File: config.mk
export PLATFORM = sky130hd
export DESIGN_NAME = window_ones_detector
export DESIGN_NICKNAME = d
export VERILOG_FILES = /design/src/rtl/window_det_pkg.sv /design/src/rtl/window_ones_detector_bit_window.sv /design/src/rtl/window_ones_detector.sv
export SDC_FILE = /design/constraint.sdc
export NUM_CORES = 1
export LEC_CHECK = 0
export CAP_MARGIN = 20
export CORE_AREA = 5 5 42 44
export CTS_BUF_LIST = sky130_fd_sc_hd__clkbuf_8
export DETAILED_ROUTE_END_ITERATION = 7
export DIE_AREA = 0 0 47 49
export GPL_TIMING_DRIVEN = 0
export HOLD_SLACK_MARGIN = 0.15
export PLACE_DENSITY = 0.67
export SLEW_MARGIN = 10
export SYNTH_ARGS = -nofsm -noshare
export SYNTH_HDL_FRONTEND = slang
export SYNTH_SLANG_ARGS = --single-unit
File: constraint.sdc
create_clock -name clk -period 4.5 [get_ports clk]
set_input_delay 0.45 -clock clk [delete_from_list [all_inputs] [get_ports clk]]
set_output_delay 0.45 -clock clk [all_outputs]
set_load 0.005 [all_outputs]
File: src/rtl/window_det_pkg.sv
// Shared types for the sliding-window ones detector.
package window_det_pkg;

  typedef enum logic [1:0] {
    DET_EVEN     = 2'b00,
    DET_ODD      = 2'b01,
    DET_EXACT    = 2'b10,
    DET_AT_LEAST = 2'b11
  } det_mode_e;

endpackage

File: src/rtl/window_ones_detector_bit_window.sv
// Shift register of the last WIN accepted bits plus a saturating fill counter.
module bit_window #(
  parameter  int WIN = 3,
  localparam int FW  = $clog2(WIN + 1)
) (
  input  logic           clk,
  input  logic           rst,
  input  logic           shift_en,
  input  logic           clr,
  input  logic           din,
  output logic [WIN-1:0] win,
  output logic           oldest,
  output logic           full,
  output logic [FW-1:0]  fill_cnt
);

  logic [WIN-1:0] win_q, win_d;
  logic [FW-1:0]  fill_q, fill_d;

  always_comb begin
    win_d  = win_q;
    fill_d = fill_q;
    if (clr) begin
      win_d  = '0;
      fill_d = '0;
    end else if (shift_en) begin
      win_d = {win_q[WIN-2:0], din};
      if (fill_q != FW'(WIN)) fill_d = fill_q + 1'b1;
    end
  end

  always_ff @(posedge clk or negedge rst) begin
    if (!rst) begin
      win_q  <= '0;
      fill_q <= '0;
    end else begin
      win_q  <= win_d;
      fill_q <= fill_d;
    end
  end

  assign win      = win_q;
  assign oldest   = win_q[WIN-1];
  assign full     = (fill_q == FW'(WIN));
  assign fill_cnt = fill_q;

endmodule

File: src/rtl/window_ones_detector.sv
// Sliding-window ones detector: incremental ones count and a registered mode compare.
module window_ones_detector
  import window_det_pkg::*;
#(
  parameter  int WIN   = 3,
  localparam int CNT_W = $clog2(WIN + 1)
) (
  input  logic             clk,
  input  logic             rst,
  input  logic             in_valid,
  input  logic             in_bit,
  input  logic             clear,
  input  logic [1:0]       mode,
  input  logic [CNT_W-1:0] target,
  output logic             out_valid,
  output logic             match,
  output logic [CNT_W-1:0] ones_count,
  output logic             window_full
);

  logic             accept;
  logic [WIN-1:0]   win_unused;
  logic             oldest;
  logic             full;
  logic [CNT_W-1:0] fill_cnt;
  logic [CNT_W-1:0] cnt_q, cnt_d;
  logic             vld_q, vld_d;
  logic             match_q, match_d;
  logic             hit;

  assign accept = in_valid & ~clear;

  bit_window #(.WIN(WIN)) u_bit_window (
    .clk      (clk),
    .rst      (rst),
    .shift_en (accept),
    .clr      (clear),
    .din      (in_bit),
    .win      (win_unused),
    .oldest   (oldest),
    .full     (full),
    .fill_cnt (fill_cnt)
  );

  // The oldest bit only leaves the count once the window is full; before that it is a reset zero.
  always_comb begin
    cnt_d = cnt_q;
    vld_d = 1'b0;
    if (clear) begin
      cnt_d = '0;
    end else if (accept) begin
      cnt_d = cnt_q + CNT_W'(in_bit) - CNT_W'(full & oldest);
      vld_d = full | (fill_cnt == CNT_W'(WIN - 1));
    end
  end

  always_comb begin
    hit = 1'b0;
    case (det_mode_e'(mode))
      DET_EVEN:     hit = ~cnt_d[0];
      DET_ODD:      hit = cnt_d[0];
      DET_EXACT:    hit = (cnt_d == target);
      DET_AT_LEAST: hit = (cnt_d >= target);
      default:      hit = 1'b0;
    endcase
    match_d = vld_d & hit;
  end

  always_ff @(posedge clk or negedge rst) begin
    if (!rst) begin
      cnt_q   <= '0;
      vld_q   <= 1'b0;
      match_q <= 1'b0;
    end else begin
      cnt_q   <= cnt_d;
      vld_q   <= vld_d;
      match_q <= match_d;
    end
  end

  assign out_valid   = vld_q;
  assign match       = match_q;
  assign ones_count  = cnt_q;
  assign window_full = full;

endmodule

==> run_results.csv, run 1 <==
group,metric,value,unit
place,placed_area,647,µm²
logic_synthesis,yosys.area_share.simple,0.148,
die,initial_core_util,0.369,
cells_and_area,regArea,225,µm²
critical_path,startpoint,"u_bit_window.fill_cnt[1]",
critical_path,r2r_cells,14,
sta,fin_crit_sh,0.576,
logic_synthesis,synth_cell_types,19,
clock_network,cts_max_level,1,
grt,grt_max_degree,10,
sta,slew_violations,0,
clock_network,cts_resized,0,
clock_network,root_buffer,"clkbuf_8",
critical_path,path_class,"flip-flop to flip-flop",
worst_hold_path,hp-class,"input pin to flip-flop",
critical_path,crit_arrival,2.71,ns
critical_path,worstSetupEndpoint,"match",
cells_and_area,drive_gt1_frac,0.0938,
drt,wl_per_cell,10.0,µm
sta,rsz0062_at_grt,"no",
critical_path,regToRegEndpoint,"match",
drt,via_per_inst,4.53,
logic_synthesis,synthMuxAreaShare,0.0775,
sta,max_freq,386,MHz
die,die-area,2300,µm²
clock_network,cts_inserted_buffers,3,
die,fp-row-count,14,
grt,first_global_vias,367,
clock_network,cts_hold_buf,0,
cells_and_area,fin_area,692,µm²
sta,fin_tns_setup,0,ns
drt,wirelength,801,µm
logic_synthesis,synthAdderAreaFrac,0.145,
sta,worst_slew_pin_slew,0.380,ns
drt,drtIter0Drc,3,
clock_network,postCtsSetupBuffers,0,
logic_synthesis,synth_seq_cells,9,
critical_path,cp_max_fo,4,
grt,grt_usage,0.0832,
logic_synthesis,synth_warnings,0,
drt,drc_errors,0,
power_and_ir_drop,p_leak,0.000360,µW
logic_synthesis,synth_xor_area_frac,0.0678,
drt,detail_route.first_pass.iterations,2,
place,place.gp.congestion,0.628,
critical_path,cp_data_required_time,4.61,ns
drt,ant_nets,0,
sta,final-hold-violation-count,0,
critical_path,r2r-start,"u_bit_window.fill_cnt[1]",
die,core_area,1400,µm²
sta,finalSetupViolCount,0,
clock_network,cts.sinks,9,
logic_synthesis,synth.avg_cell_area,10.5,µm²
power_and_ir_drop,ir_drop,0.146,mV
logic_synthesis,yosysTopAreaCell,"dfrtp_1",
sta,post-route-min-period,2.59,ns
cells_and_area,fill_cells,137,
clock_network,clk_pin_slew_worst_paths,0.04,ns
clock_network,clock_latency,0.22,ns
critical_path,crit_path_end_kind,"flip-flop",
logic_synthesis,syn_inst,49,
cells_and_area,final_util,0.494,
run_status,status,"complete, no violations",
cells_and_area,antenna_cells,0,
logic_synthesis,syn_nets,64,
clock_network,clockBufferDepth,2,
place,portBuffers,11,
die,die_y,49,µm
cells_and_area,areaGrowthSynthToFinish,33.9,%
sta,relSlewSlack,0.746,
place,hpwl,683,µm
critical_path,r2r_setup_slack,1.91,ns
logic_synthesis,synth-compound-area-share,0.0387,
power_and_ir_drop,power,211,µW
logic_synthesis,syn_area,517,µm²
logic_synthesis,yosys-top-cells-area,"dfrtp_1, ha_1, mux2i_1",
die,io_pins,14,
die,die_w,47,µm
grt,overflow,0,
power_and_ir_drop,p_per_area,304,nW/µm²
sta,finClkSkew,0.000742,ns
cells_and_area,multi_input_area,246,µm²
drt,dr_total_vias,362,
critical_path,critPathLaunchType,"flip-flop",
grt,antenna_found_initial,0,
logic_synthesis,synth_top_family_by_area,"simple AND/OR/NAND/NOR gates",
cells_and_area,num-nets-final,80,
clock_network,cts_tree,"done",
flow_run,cap_viol_max_count,0,
sta,timing.hold.ws,0.403,ns
logic_synthesis,synth.top_cell.area_share,0.436,
logic_synthesis,synth-seq-area-share,0.436,
grt,grt_pass1_wl,1.38,mm
-- flip-flops by register name (all words and copies together) (netlist names) --
register / cells
u_bit_window.win: 3
ones_count: 2
u_bit_window.fill_cnt: 2
match: 1
out_valid: 1
-- synth_stat cells, drive strengths merged --
cell type,n
and2,1
buf,2
mux2i,4
nor2b,1
nand3,1
o21ai,1
ha,6
dfrtp,9
xor2,2
a21oi,1
inv,5
or2b,1
nor3b,1
nand2,2
o211a,1
xnor2,2
nor2,9
-- worst max-delay path, cell delays in order (launching register included) --
cell	delay, ns
dfrtp_1	0.39
ha_1	0.22
and2_1	0.17
ha_1	0.26
inv_1	0.05
ha_1	0.15
xor2_1	0.15
nand2_1	0.09
xor2_1	0.14
nor2_1	0.12
ha_1	0.25
nor2b_1	0.13
o21ai_0	0.14
nand3_1	0.09
o211a_1	0.12
-- report_power, final --
group	switching (µW)	internal [µW]	leakage (µW)
logic	15.5	19.6	0.000211
registers	2.39	85.5	0.000122
clock network	28.4	59.1	0.0000269
-- cells in the final DEF, fill, tap and decap left out, drive strengths merged --
cell	synthesis	final
and2	1	1
buf	2	2
clkbuf	0	3
or2b	1	1
nor3b	1	1
nor2b	1	1
ha	6	6
clkdlybuf4s50	0	11
nand2	2	2
xnor2	2	2
o211a	1	1
nor2	9	9
inv	5	6
xor2	2	2
nand3	1	1
mux2i	4	4
a21oi	1	1
o21ai	1	1
dfrtp	9	9
-- cells by family (layout without fill, tap and decap cells) --
family          Yosys count  count (layout)
compound gates            3               3
xor+xnor                  4               4
fa+ha+maj                 6               6
buf+inv                   7              22
flops                     9               9
mux                       4               4
simple gates             16              16
-- how the worst min path moves through the flow --
stage / start / end / depth (start not counted)
after floorplan: rst / match / 0
after global placement: u_bit_window.win[1] / u_bit_window.win[1] / 2
after detailed placement: u_bit_window.win[1] / u_bit_window.win[2] / 2
after CTS: clear / u_bit_window.fill_cnt[1] / 2
after global routing: clear / u_bit_window.win[0] / 2
final: clear / u_bit_window.fill_cnt[1] / 2
-- layout make-up --
| class | instances | area share |
|---|---|---|
| Timing Repair Buffer | 11 | 0.159 |
| Multi-Input combinational cell | 33 | 0.356 |
| Tap cell | 16 | 0.0289 |
| Inverter | 5 | 0.0271 |
| Clock buffer | 3 | 0.0597 |
| Clock inverter | 1 | 0.00542 |
| Sequential cell | 9 | 0.325 |
| Buffer | 2 | 0.0380 |
-- metal layers --
metal | GRT usage | routed length [µm]
met1 | 0.102 | 350
met5 | 0 | 0
met4 | 0.0553 | 0
met2 | 0.120 | 373
met3 | 0.0258 | 77
-- metrics by stage --
stage	setup slack [ns]	instances
after detailed placement	1.87	76
after global placement	1.91	76
after floorplan	2.04	49
final	1.91	80
after global routing	1.66	80
after CTS	1.86	80
Power figures use the tool's default switching activity.
==> run 2: changes to the inputs <==
--- a/config.mk
+++ b/config.mk
@@ -12,7 +12,7 @@
 export DIE_AREA = 0 0 47 49
 export GPL_TIMING_DRIVEN = 0
 export HOLD_SLACK_MARGIN = 0.15
-export PLACE_DENSITY = 0.67
+export PLACE_DENSITY = 0.69
 export SLEW_MARGIN = 10
 export SYNTH_ARGS = -nofsm -noshare
 export SYNTH_HDL_FRONTEND = slang
==> constraint.sdc (replaced) <==
create_clock -name clk -period 2.2 [get_ports clk]
set_input_delay 0.22 -clock clk [delete_from_list [all_inputs] [get_ports clk]]
set_output_delay 0.22 -clock clk [all_outputs]
set_load 0.005 [all_outputs]
==> run 2 against run 1 <==
The run now ends with negative setup slack left. Total power increased by 110%. Critical endpoint unchanged. Sequential share of layout area decreased by 2.6 points. Clock power increased by 110%. Largest cell class unchanged. Largest power group unchanged. Via count increased by 5.2%. Design area increased by 8.7%.
==> run_results.csv, run 2 (synthesis gave the netlist of run 1 again) <==
group,metric,value,unit
grt,antenna_found_initial,0,
cells_and_area,mostFrequentLayoutCells,"clkdlybuf4s50_1, dfrtp_1, nor2_1",
cells_and_area,num-nets-final,84,
flow_run,cap_viol_max_count,0,
grt,grt_usage,0.0830,
critical_path,crit_path_end_kind,"flip-flop",
run_status,violations,"negative setup slack",
grt,first_global_vias,347,
cells_and_area,final_common_cell,"clkdlybuf4s50_1",
critical_path,critPathLaunchType,"flip-flop",
place,hpwl,691,µm
clock_network,cts.sinks,9,
worst_hold_path,hp-class,"input pin to flip-flop",
grt,grt_max_degree,10,
place,place.gp.congestion,0.609,
die,die_y,49,µm
clock_network,cts_tree,"done",
drt,detail_route.first_pass.iterations,3,
power_and_ir_drop,ir_drop,0.383,mV
sta,relSlewSlack,0.736,
die,initial_core_util,0.369,
grt,grt_pass1_wl,1.34,mm
critical_path,crit_arrival,2.61,ns
sta,layout_setup_ws,-0.300,ns
clock_network,clockBufferDepth,2,
cells_and_area,drive_gt1_frac,0.221,
sta,slew_violations,0,
sta,finalSetupViolCount,1,
power_and_ir_drop,p_leak,0.000376,µW
clock_network,clk_pin_slew_worst_paths,0.04,ns
die,core_area,1400,µm²
drt,wirelength,921,µm
drt,drtIter0Drc,4,
clock_network,root_buffer,"clkbuf_8",
clock_network,clock_latency,0.23,ns
drt,ant_nets,0,
drt,via_per_inst,4.54,
place,dp_worst_setup_slack,-0.376,ns
sta,finClkSkew,0.00262,ns
cells_and_area,antenna_cells,0,
sta,final-hold-violation-count,0,
place,portBuffers,11,
clock_network,cts_max_level,1,
clock_network,cts_hold_buf,0,
cells_and_area,largest_reg_flops,3,
sta,worst_slew_pin_slew,0.396,ns
die,die_w,47,µm
clock_network,cts_inserted_buffers,3,
power_and_ir_drop,p_per_area,589,nW/µm²
sta,fin_tns_setup,-0.300,ns
sta,max_freq,400,MHz
sta,timing.hold.ws,0.171,ns
sta,post-route-min-period,2.50,ns
die,die-area,2300,µm²
drt,drc_errors,0,
cells_and_area,regArea,225,µm²
sta,fin_crit_sh,1.14,
die,fp-row-count,14,
sta,rsz0062_at_grt,"yes",
cells_and_area,areaGrowthSynthToFinish,45.5,%
die,io_pins,14,
cells_and_area,fill_cells,149,
critical_path,cp_max_fo,2,
cells_and_area,multi_input_area,277,µm²
drt,dr_total_vias,381,
drt,wl_per_cell,11.0,µm
run_status,status,"finished, violations left",
critical_path,path_class,"flip-flop to flip-flop",
critical_path,cp_data_required_time,2.31,ns
grt,overflow,0,
## run 2: timing repair
| item | CTS | global route |
|---|---|---|
| setup endpoints to repair | 1 | 1 |
| hold endpoints to repair | 0 | 0 |
| pin swaps | 10 | 0 |
| setup buffers | 4 | 0 |
| resized for setup | 4 | 0 |
## run 2: worst paths after layout
check                                         start             endpoint  slack (ns)  depth (start not counted)
setup / recovery           u_bit_window.fill_cnt[1]                match       -0.30                         14
hold / removal                                clear  u_bit_window.win[2]        0.17                          2
setup reg to reg           u_bit_window.fill_cnt[1]                match       -0.30                         14
hold reg to reg                 u_bit_window.win[1]  u_bit_window.win[2]        0.52                          2
max in group asynchronous                       rst                match        1.63                          1
min in group asynchronous                       rst  u_bit_window.win[1]        0.29                          1
## run 2: where the power goes
group          internal [µW]  switching (µW)  leakage, µW
logic                   46.9            36.5     0.000227
clock network            121            59.0    0.0000269
registers                175            4.95     0.000122
## run 2: final cells by class
cell class                 count  share of cell area
timing repair buffer          15               0.186
sequential                     9               0.300
tap                           16              0.0266
buffer                         2              0.0349
clock buffer                   3              0.0549
inverter                       5              0.0250
multi-input combinational     33               0.368
clock inverter                 1             0.00499
## run 2: critical path, cell delays in order, from the launching register on
cell     delay [ns]
dfrtp_1        0.38
ha_2           0.18
and2_4         0.14
ha_4           0.25
inv_2          0.04
ha_4           0.14
xor2_1         0.13
nand2_1        0.09
xor2_1         0.16
nor2_1         0.13
ha_1           0.26
nor2b_1        0.13
o21ai_1        0.13
nand3_1        0.09
o211a_1        0.12
## run 2: through the flow
stage                util  cell area, µm²  cells  total power (µW)
floorplan               -             522     49               226
CTS                 0.537             752     84               453
global route        0.537             752     84               466
finish              0.537             752     84               443
detailed placement  0.465             652     76               257
global placement    0.465             652     76               254
## run 2: metal layers
layer / track usage / routed length [µm] / vias up
met5: 0 / 0 / -
met4: 0.0691 / 5 / 0
met3: 0.0221 / 64 / 2
met2: 0.129 / 469 / 8
met1: 0.0878 / 382 / 178
li1: - / - / 193
==> run 3: changes to the inputs <==
--- a/config.mk
+++ b/config.mk
@@ -8,6 +8,7 @@
 export CAP_MARGIN = 20
 export CORE_AREA = 5 5 42 44
 export CTS_BUF_LIST = sky130_fd_sc_hd__clkbuf_8
+export CTS_CLUSTER_DIAMETER = 40
 export DETAILED_ROUTE_END_ITERATION = 7
 export DIE_AREA = 0 0 47 49
 export GPL_TIMING_DRIVEN = 0
==> results of run 3 <==
The final DEF is identical to that of run 2; final timing and power are the same.
==> edit (config.mk and constraints of run 2) <==
Put one more register stage on the output `ones_count`, with the module's reset. The value now appears one clock later. The other outputs are not delayed to match.
--- a/src/rtl/window_ones_detector.sv
+++ b/src/rtl/window_ones_detector.sv
@@ -80,7 +80,13 @@
 
   assign out_valid   = vld_q;
   assign match       = match_q;
-  assign ones_count  = cnt_q;
+  always_ff @(posedge clk or negedge rst) begin
+    if (!rst) begin
+      ones_count <= '0;
+    end else begin
+      ones_count <= cnt_q;
+    end
+  end
   assign window_full = full;
 
 endmodule
Behaviour: not the same (Yosys sat finds a counterexample within 4 cycles, from zero or initial values and one cycle with rst low).
==> edit against run 2 <==
  * The run still ends with setup timing left
  * Global-route usage increased by 3.6 points
  * Hold slack worse by 1.8 ps
  * Via count increased by 10%
  * Total power rose by 15%
  * Largest cell class unchanged
  * Setup slack gained 45 ps
  * Critical path type unchanged
  * Area after synthesis increased by 9.7%
  * Non-clock buffer count grew 3
  * Routed wire length rose by 26%
  * Synthesized cell count is 4.1% higher
  * Sequential cell count up 2
  * Clock skew is 1.1 ps lower
  * Largest power group unchanged
  * Design area up 12%
==> edit: results (changes against run 2) <==
Final layout
  – Final-stage net count: 89 (was 84)
  – Share of layout cells above drive strength 1: 28.8% (was 22.1%)
  – Layout fillers: 128 (was 149)

Global routing
  – First-pass GRT wire length: 1.87 mm (was 1.34 mm)
  – Largest net degree at the start of global routing: 12 (was 10)
  – Vias in the first global route: 425 (was 347)
  – Initial antenna violation count: 0 (unchanged)

Synthesis
  – Mux cell area share after synthesis: 7.06% (was 7.75%)
  – Adder-Cell Fraction of Synth Area: 13.2% (was 14.5%)
  – Synth area leaders: dfrtp_1 49%, ha_1 13%, mux2i_1 7.1% (was dfrtp_1 44%, ha_1 15%, mux2i_1 7.7%)
  – Post-Synthesis Net Count: 66 (was 64)
  – Complex-gate fraction of the synthesized area: 3.53% (was 3.87%)
  – Post-synthesis sequential area ratio: 48.6% (was 43.6%)
  – Cells after synthesis: 51 (was 49)
  – Synth Area in XOR/XNOR: 6.18% (was 6.78%)

Drt
  – DRT Pass-1 Iters: 4 (was 3)
  – Via Count: 419 (was 381)
  – Vias per cell: 4.71 (was 4.54)
  – Initial DRC Count: 10 (was 4)
  – Detailed Route WL: 1.17 mm (was 921 um)

Outcome
  – Violated checks: setup timing (unchanged)
  – Status: finished, violations left (unchanged)

Power
  – Worst IR drop on VDD: 333 uV (was 383 uV)
  – Internal power: 392 uW (was 343 uW)
  – Leakage: 0.426 nW (was 0.376 nW)

Timing
  – Worst Slack Setup Final: -255 ps (was -300 ps)
  – Final TNS setup: -255 ps (was -300 ps)
  – Worst-margin pin slew: 467 ps (was 396 ps)
  – Clock skew: 1.48 ps (was 2.62 ps)
  – Setup violations, final: 1 (unchanged)

Placed design
  – Placed Cells: 78 (was 76)
  – Gpl congestion: 0.691 (was 0.609)
  – Pre-CTS setup slack: -436 ps (was -376 ps)

Clock tree
  – Worst-path clk slew: 50 ps
  – Clock Tree Buf Depth: 2 (unchanged)
## edit: cell types whose count changed after synthesis
cell,before,now
dfrtp_1,9,11
## edit: logic make-up after synthesis
kind of cell	count (synthesis)
and+or+nand+nor	16
DFF	11
buffers and inverters	7
adders and majority gates	6
xor gates and xnor gates	4
muxes	4
AOI/OAI and AO/OA	3
## edit: path summary, 6_finish.rpt
path,from,endpoint,slack (ps),cells after the start
worst max-delay path,u_bit_window.fill_cnt[0],match,-260,14
worst min-delay path,clear,u_bit_window.win[1],170,2
worst max register to register,u_bit_window.fill_cnt[0],match,-260,14
worst min register to register,cnt_q[1],ones_count[1],400,0
max in group asynchronous,rst,out_valid,1570,1
min in group asynchronous,rst,cnt_q[0],310,1
## edit: power by group through the flow
stage	logic (mW)	clock network, mW	registers (mW)
finish	0.0997	0.192	0.220
global route	0.112	0.205	0.221
CTS	0.0860	0.196	0.220
detailed placement	0.0745	0	0.223
global placement	0.0720	0	0.223
floorplan	0.0432	0	0.222
## edit: worst register-to-register path: stages (launching register included)
cell     delay (ps)
dfrtp_1         370
ha_2            190
and2_4          140
ha_4            260
inv_4            30
ha_4            150
xor2_1          140
nand2_1          80
xor2_1          180
nor2_2           60
ha_1            300
nor2b_4         130
o21ai_2         100
nand3_1          80
o211a_1         120
## edit: final cells by class
cell class / instances / share of cell area [%]
Timing Repair Buffer: 18 / 19.3
Sequential cell: 11 / 32.7
Tap cell: 16 / 2.38
Clock inverter: 1 / 0.446
Clock buffer: 3 / 4.91
Multi-Input combinational cell: 33 / 34.5
Inverter: 5 / 2.53
Buffer: 2 / 3.13
## edit: repair_timing
item                       in CTS  in global routing
hold buffers                    0                  0
setup endpoints to repair       1                  1
pin swaps                       9                  7
setup buffers                   4                  3
resized for setup               6                  5
## edit: stage by stage
step	hold slack, ps	cell area, um^2
global route	176	841
floorplan	-75.6	569
CTS	162	802
global placement	388	699
finish	169	841
detailed placement	396	699
## edit: routing by layer
layer  up-vias  wire, um  track usage, %
met4         0        18            4.15
met3         2        65            3.32
met1       199       432            12.9
met2        13       648            20.8
met5         -         0               0
li1        205         -               -
